--- src/rtl/fpnew_pkg.sv ---
`default_nettype none
// ============================================================================
// fpnew_pkg : shared FPU types (IEEE status flags) and flag-merge helper
// Revision  : 1.0
// ============================================================================
package fpnew_pkg;

  typedef struct packed {
    logic NV;  // invalid operation
    logic DZ;  // divide by zero
    logic OF;  // overflow
    logic UF;  // underflow
    logic NX;  // inexact
  } status_t;

  localparam int unsigned NumStatusBits = $bits(status_t);

  function automatic status_t status_merge(input status_t a, input status_t b);
    status_t r;
    r = a | b;
    return r;
  endfunction

endpackage
`default_nettype wire

--- src/rtl/fpnew_rq_storage.sv ---
`default_nettype none
// ============================================================================
// fpnew_rq_storage : Depth x DataWidth register array, one write port and an
//                    asynchronous read port; data is not reset
// Revision         : 1.0
// ============================================================================
module fpnew_rq_storage #(
  parameter int unsigned Depth     = 4,
  parameter int unsigned DataWidth = 77,
  parameter int unsigned AddrWidth = $clog2(Depth)
) (
  input  logic                 clk_i,
  input  logic                 we_i,
  input  logic [AddrWidth-1:0] waddr_i,
  input  logic [DataWidth-1:0] wdata_i,
  input  logic [AddrWidth-1:0] raddr_i,
  output logic [DataWidth-1:0] rdata_o
);

  logic [DataWidth-1:0] mem_q [Depth];

  always_ff @(posedge clk_i) begin
    if (we_i) begin
      mem_q[waddr_i] <= wdata_i;
    end
  end

  assign rdata_o = mem_q[raddr_i];

endmodule
`default_nettype wire

--- src/rtl/fpnew_result_queue.sv ---
`default_nettype none
// ============================================================================
// fpnew_result_queue : FIFO between FPU result handshake and core writeback,
//                      with sticky fflags accumulated on retirement
// Revision           : 1.0
// ============================================================================
module fpnew_result_queue
  import fpnew_pkg::*;
#(
  parameter  int unsigned Width      = 64,
  parameter  int unsigned Depth      = 4,
  parameter  int unsigned TagWidth   = 8,
  localparam int unsigned CountWidth = $clog2(Depth + 1)
) (
  input  logic                  clk_i,
  input  logic                  rst_ni,
  input  logic                  flush_i,
  input  logic [Width-1:0]      in_result_i,
  input  status_t               in_status_i,
  input  logic [TagWidth-1:0]   in_tag_i,
  input  logic                  in_valid_i,
  output logic                  in_ready_o,
  output logic [Width-1:0]      out_result_o,
  output status_t               out_status_o,
  output logic [TagWidth-1:0]   out_tag_o,
  output logic                  out_valid_o,
  input  logic                  out_ready_i,
  output status_t               fflags_o,
  input  logic                  fflags_clr_i,
  output logic [CountWidth-1:0] count_o,
  output logic                  full_o,
  output logic                  empty_o
);

  localparam int unsigned AddrWidth = $clog2(Depth);
  localparam logic [CountWidth-1:0] DepthCnt = CountWidth'(Depth);

  typedef struct packed {
    logic [Width-1:0]    result;
    status_t             status;
    logic [TagWidth-1:0] tag;
  } rq_entry_t;

  rq_entry_t             wdata, rdata;
  logic [AddrWidth-1:0]  wptr_q, wptr_d, rptr_q, rptr_d;
  logic [CountWidth-1:0] count_q, count_d;
  status_t               fflags_q, fflags_d;
  logic                  push, pop;

  // Full/empty come from the count so pointer equality is never ambiguous.
  assign full_o      = (count_q == DepthCnt);
  assign empty_o     = (count_q == '0);
  assign in_ready_o  = !full_o;
  assign out_valid_o = !empty_o;
  assign count_o     = count_q;
  assign fflags_o    = fflags_q;

  assign push = in_valid_i & in_ready_o & ~flush_i;
  assign pop  = out_valid_o & out_ready_i & ~flush_i;

  assign wdata.result = in_result_i;
  assign wdata.status = in_status_i;
  assign wdata.tag    = in_tag_i;

  fpnew_rq_storage #(
    .Depth     (Depth),
    .DataWidth ($bits(rq_entry_t)),
    .AddrWidth (AddrWidth)
  ) i_storage (
    .clk_i   (clk_i),
    .we_i    (push),
    .waddr_i (wptr_q),
    .wdata_i (wdata),
    .raddr_i (rptr_q),
    .rdata_o (rdata)
  );

  assign out_result_o = rdata.result;
  assign out_status_o = rdata.status;
  assign out_tag_o    = rdata.tag;

  always_comb begin
    wptr_d   = wptr_q;
    rptr_d   = rptr_q;
    count_d  = count_q;
    // Clear applies first so a retiring entry in the same cycle still lands.
    fflags_d = fflags_clr_i ? '0 : fflags_q;
    if (flush_i) begin
      wptr_d  = '0;
      rptr_d  = '0;
      count_d = '0;
    end else begin
      if (push) begin
        wptr_d = wptr_q + AddrWidth'(1);
      end
      if (pop) begin
        rptr_d   = rptr_q + AddrWidth'(1);
        fflags_d = status_merge(fflags_d, rdata.status);
      end
      count_d = count_q + CountWidth'(push) - CountWidth'(pop);
    end
  end

  always_ff @(posedge clk_i or negedge rst_ni) begin
    if (!rst_ni) begin
      wptr_q   <= '0;
      rptr_q   <= '0;
      count_q  <= '0;
      fflags_q <= '0;
    end else begin
      wptr_q   <= wptr_d;
      rptr_q   <= rptr_d;
      count_q  <= count_d;
      fflags_q <= fflags_d;
    end
  end

  a_count_le_depth: assert property (@(posedge clk_i) disable iff (!rst_ni)
    count_q <= DepthCnt);
  a_no_underflow: assert property (@(posedge clk_i) disable iff (!rst_ni)
    !(pop && count_q == '0));
  a_no_overflow: assert property (@(posedge clk_i) disable iff (!rst_ni)
    !(push && !pop && count_q == DepthCnt));

endmodule
`default_nettype wire

--- config.mk ---
export PLATFORM = sky130hd
export DESIGN_NAME = fpnew_result_queue
export DESIGN_NICKNAME = d
export VERILOG_FILES = /design/src/rtl/fpnew_pkg.sv /design/src/rtl/fpnew_rq_storage.sv /design/src/rtl/fpnew_result_queue.sv
export SDC_FILE = /design/constraint.sdc
export NUM_CORES = 1
export LEC_CHECK = 0
export BUFFER_PORTS_ARGS = -buffer_cell sky130_fd_sc_hd__clkbuf_2
export CAP_MARGIN = 40
export CORE_MARGIN = 8
export CORE_UTILIZATION = 35
export CTS_CLUSTER_SIZE = 20
export DETAILED_ROUTE_END_ITERATION = 8
export SYNTH_ARGS = -nofsm -noshare
export SYNTH_HDL_FRONTEND = slang
export SYNTH_SLANG_ARGS = --single-unit
--- constraint.sdc ---
create_clock -name clk_i -period 3.6 [get_ports clk_i]
set_input_delay 0.36 -clock clk_i [delete_from_list [all_inputs] [get_ports clk_i]]
set_output_delay 0.36 -clock clk_i [all_outputs]
set_load 0.02 [all_outputs]
==> results.sh <==
export IMPL_ys_top_cells_by_area="edfxtp_1, mux4_2, dfrtp_1"
export IMPL_clk_latency_ns=0.49
export IMPL_ys_warnings_count=0
export IMPL_p_leak_nw=4.87
export IMPL_synth_top_flop_cell="edfxtp_1"
export IMPL_wl_per_cell_microns=20.4
export IMPL_max_slew_margin=0.545
export IMPL_worstSetupEndpointType="output port"
export IMPL_die_x_microns=200
export IMPL_tightest_slew_ns=0.683
export IMPL_n_fill_cell=2961
export IMPL_synth_edff_count=308
export IMPL_cts_max_level=2
export IMPL_tritoncts="done"
export IMPL_pre_cts_ws_ns=1.06
export IMPL_comb_power_share=0.208
export IMPL_grt_pass1_vias=6111
export IMPL_worstPathRequired_ns=3.24
export IMPL_drive_gt1_frac=0.429
export IMPL_synth_top_area_frac=0.777
export IMPL_area_growth_synth_to_final_pct=20.3
export IMPL_grt_pass1_wl_microns=36300
export IMPL_met3WireLength_microns=1490
export IMPL_nNetsFinal=759
export IMPL_vdd_drop_max_mv=0.434
export IMPL_clkSlewWorstSetupHoldPaths_ns=0.06
export IMPL_highest_layer="met4"
export IMPL_critPathMaxFanout=41
export IMPL_synth_common_cells="edfxtp_1, mux4_2, inv_1"
export IMPL_powerDensity_nw_per_um2=684
export IMPL_seqPwrFrac=0.455
export IMPL_intPower_mw=7.18
export IMPL_fin_skew_ns=0.00909
export IMPL_yosys_cell_types_count=30
export IMPL_port_buffers=171
export IMPL_rsz0062_at_grt="no"
export IMPL_drv_slew=0
export IMPL_setup_violations=0
export IMPL_synth_nets=563
export IMPL_place_area_sq_um=13200
export IMPL_synth_area_per_cell_sq_um=25.2
export IMPL_setup_tns_ns=0
export IMPL_drc=0
export IMPL_wl_met1_microns=9600
export IMPL_hold_viol=0
export IMPL_start_kind="flip-flop"
export IMPL_postCtsSetupBuffers=0
export IMPL_gp_congestion=0.771
export IMPL_ios=172
export IMPL_via_per_inst=4.72
export IMPL_cts_root_buffer="clkbuf_16"
export IMPL_cts_max_path_buffers=3
export IMPL_syn_area_sq_um=11900
export IMPL_ys_seq_area_frac=0.802
export IMPL_cts_buffers=34
export IMPL_synthArstFlopShare=0.0375
export IMPL_power_switching_mw=2.61
export IMPL_grt_max_degree=42
export IMPL_p_clk_frac=0.337
export IMPL_arrival_ns=2.49
export IMPL_cts_sinks=320
export IMPL_design_area_sq_um=14300
export IMPL_initial_core_util=0.355
export IMPL_dieArea_sq_um=40200
export IMPL_utilization=0.427
export IMPL_die_h_microns=200
export IMPL_holdWs_ns=0.0772
export IMPL_synth_cells=473
export IMPL_holdCritPathClass="in2reg"
export IMPL_grt_usage=0.116
export IMPL_finalCritPeriodShare=0.793
export IMPL_synth_top_area_cell="edfxtp_1"
export IMPL_cts_resized_gates=0
export IMPL_drt_pass1_iterations=4
export IMPL_core_area_sq_um=33500
export IMPL_crit_type="reg2out"
export IMPL_grt_overflow=0
export IMPL_row_count=67
export IMPL_status="complete, no violations"
export IMPL_ys_ff_latch=320
export IMPL_p_sw_frac=0.266
export IMPL_wirelength_microns=23300
export IMPL_ant_nets=0
export IMPL_setup_ws_ns=0.746
export IMPL_final_min_clock_period_ns=2.85
export IMPL_max_cap_viol_count=0
export IMPL_dp_hpwl_microns=14600
export IMPL_first_iter_violations=227
export IMPL_clock_fmax_ghz=0.350
export IMPL_synth_most_common_cell="edfxtp_1"
export IMPL_wl_met2_microns=11800
export IMPL_antenna_found_initial=0
export IMPL_antenna_cells=0
export IMPL_vias=5391
state kept, by name, summed over array words and instances, names as in the netlist:
name,flops
fflags_o,5
i_storage.mem_q,308
rptr_q,2
wptr_q,2
count_o,3
power groups by stage:
stage,logic (mW),clock network [mW],registers [mW]
2_1_floorplan,1.57,0,4.47
3_3_place_gp,2.07,0,4.52
3_5_place_dp,2.09,0,4.54
4_1_cts,2.10,3.41,4.47
5_1_grt,2.19,3.53,4.49
6_report,2.03,3.30,4.46
final timing paths:
path                       cells past startpoint                     end  slack, ns        start
max                                            3         out_status_o[1]       0.75    rptr_q[0]
min                                            1   i_storage.mem_q[1][0]       0.08  in_tag_i[0]
max reg2reg                                    4  i_storage.mem_q[2][21]       1.06   count_o[2]
min reg2reg                                    2             fflags_o[0]       0.53  fflags_o[0]
max in group asynchronous                      2               rptr_q[0]       3.04       rst_ni
min in group asynchronous                      2              count_o[2]       0.29       rst_ni
cell usage in the layout, fill, tap and decap left out:
| master | netlist | layout |
|---|---|---|
| a21oi_1 | 1 | 1 |
| buf_4 | 4 | 1 |
| clkinv_1 | 0 | 3 |
| dfrtp_4 | 0 | 2 |
| fa_1 | 1 | 1 |
| ha_1 | 6 | 6 |
| clkinv_2 | 0 | 2 |
| nand3b_1 | 1 | 1 |
| mux4_2 | 70 | 70 |
| o21ai_0 | 1 | 1 |
| nor2b_1 | 1 | 1 |
| dfrtp_1 | 12 | 10 |
| edfxtp_1 | 308 | 308 |
| buf_12 | 7 | 6 |
| nand2b_1 | 2 | 2 |
| o31ai_1 | 1 | 1 |
| mux4_1 | 7 | 7 |
| clkbuf_8 | 0 | 1 |
| inv_1 | 19 | 19 |
| nor3b_2 | 1 | 1 |
| bufinv_16 | 0 | 1 |
| or3_1 | 2 | 2 |
| dlygate4sd3_1 | 0 | 1 |
| clkbuf_16 | 0 | 38 |
| nor3_1 | 1 | 1 |
| xor2_1 | 3 | 3 |
| mux2i_1 | 1 | 1 |
| xnor2_1 | 1 | 1 |
| clkbuf_1 | 1 | 15 |
| and2_4 | 0 | 4 |
| o311ai_0 | 1 | 1 |
| o22ai_1 | 5 | 5 |
| nor2_1 | 5 | 5 |
| clkbuf_2 | 1 | 171 |
cell families (layout without fill, tap and decap cells):
logic type / after synthesis / count (layout) / synth area share
mux: 78 / 78 / 0.149
compound gates: 9 / 9 / 0.00484
buf+inv: 38 / 258 / 0.0247
flops: 320 / 320 / 0.802
fa+ha+maj: 7 / 7 / 0.00799
simple gates: 17 / 17 / 0.00841
xor+xnor: 4 / 4 / 0.00294
area by class of cell:
| cell class | count | area [sq um] | area share |
|---|---|---|---|
| clock buffers | 54 | 1020 | 0.0713 |
| clock inverters | 6 | 51.3 | 0.00358 |
| inverters | 19 | 71.3 | 0.00498 |
| multi-input cells | 115 | 2070 | 0.144 |
| flip-flops and latches | 320 | 9560 | 0.667 |
| well taps | 448 | 561 | 0.0391 |
| repair buffers | 179 | 993 | 0.0694 |
what timing repair did:
| item | in CTS | in global routing |
|---|---|---|
| hold endpoints to repair | 12 | 0 |
| setup endpoints to repair | 0 | 0 |
| hold buffers | 1 | 0 |
routing by layer:
metal	track usage	up-vias
met3	0.0358	36
met2	0.198	152
li1	-	2389
met5	0	-
met1	0.141	2814
met4	0.0289	0
critical path, cell delays in order (launching register included):
cell and delay, ns:
dfrtp_4 0.74, buf_12 0.38, mux4_1 0.66, clkbuf_2 0.19
per-stage QoR:
| stage | power, mW | cells |
|---|---|---|
| global route | 10.2 | 1141 |
| global placement | 6.59 | 1080 |
| CTS | 9.98 | 1141 |
| detailed placement | 6.63 | 1080 |
| finish | 9.79 | 1141 |
| floorplan | 6.04 | 473 |
Note: power is estimated with default switching activity, not from simulation.
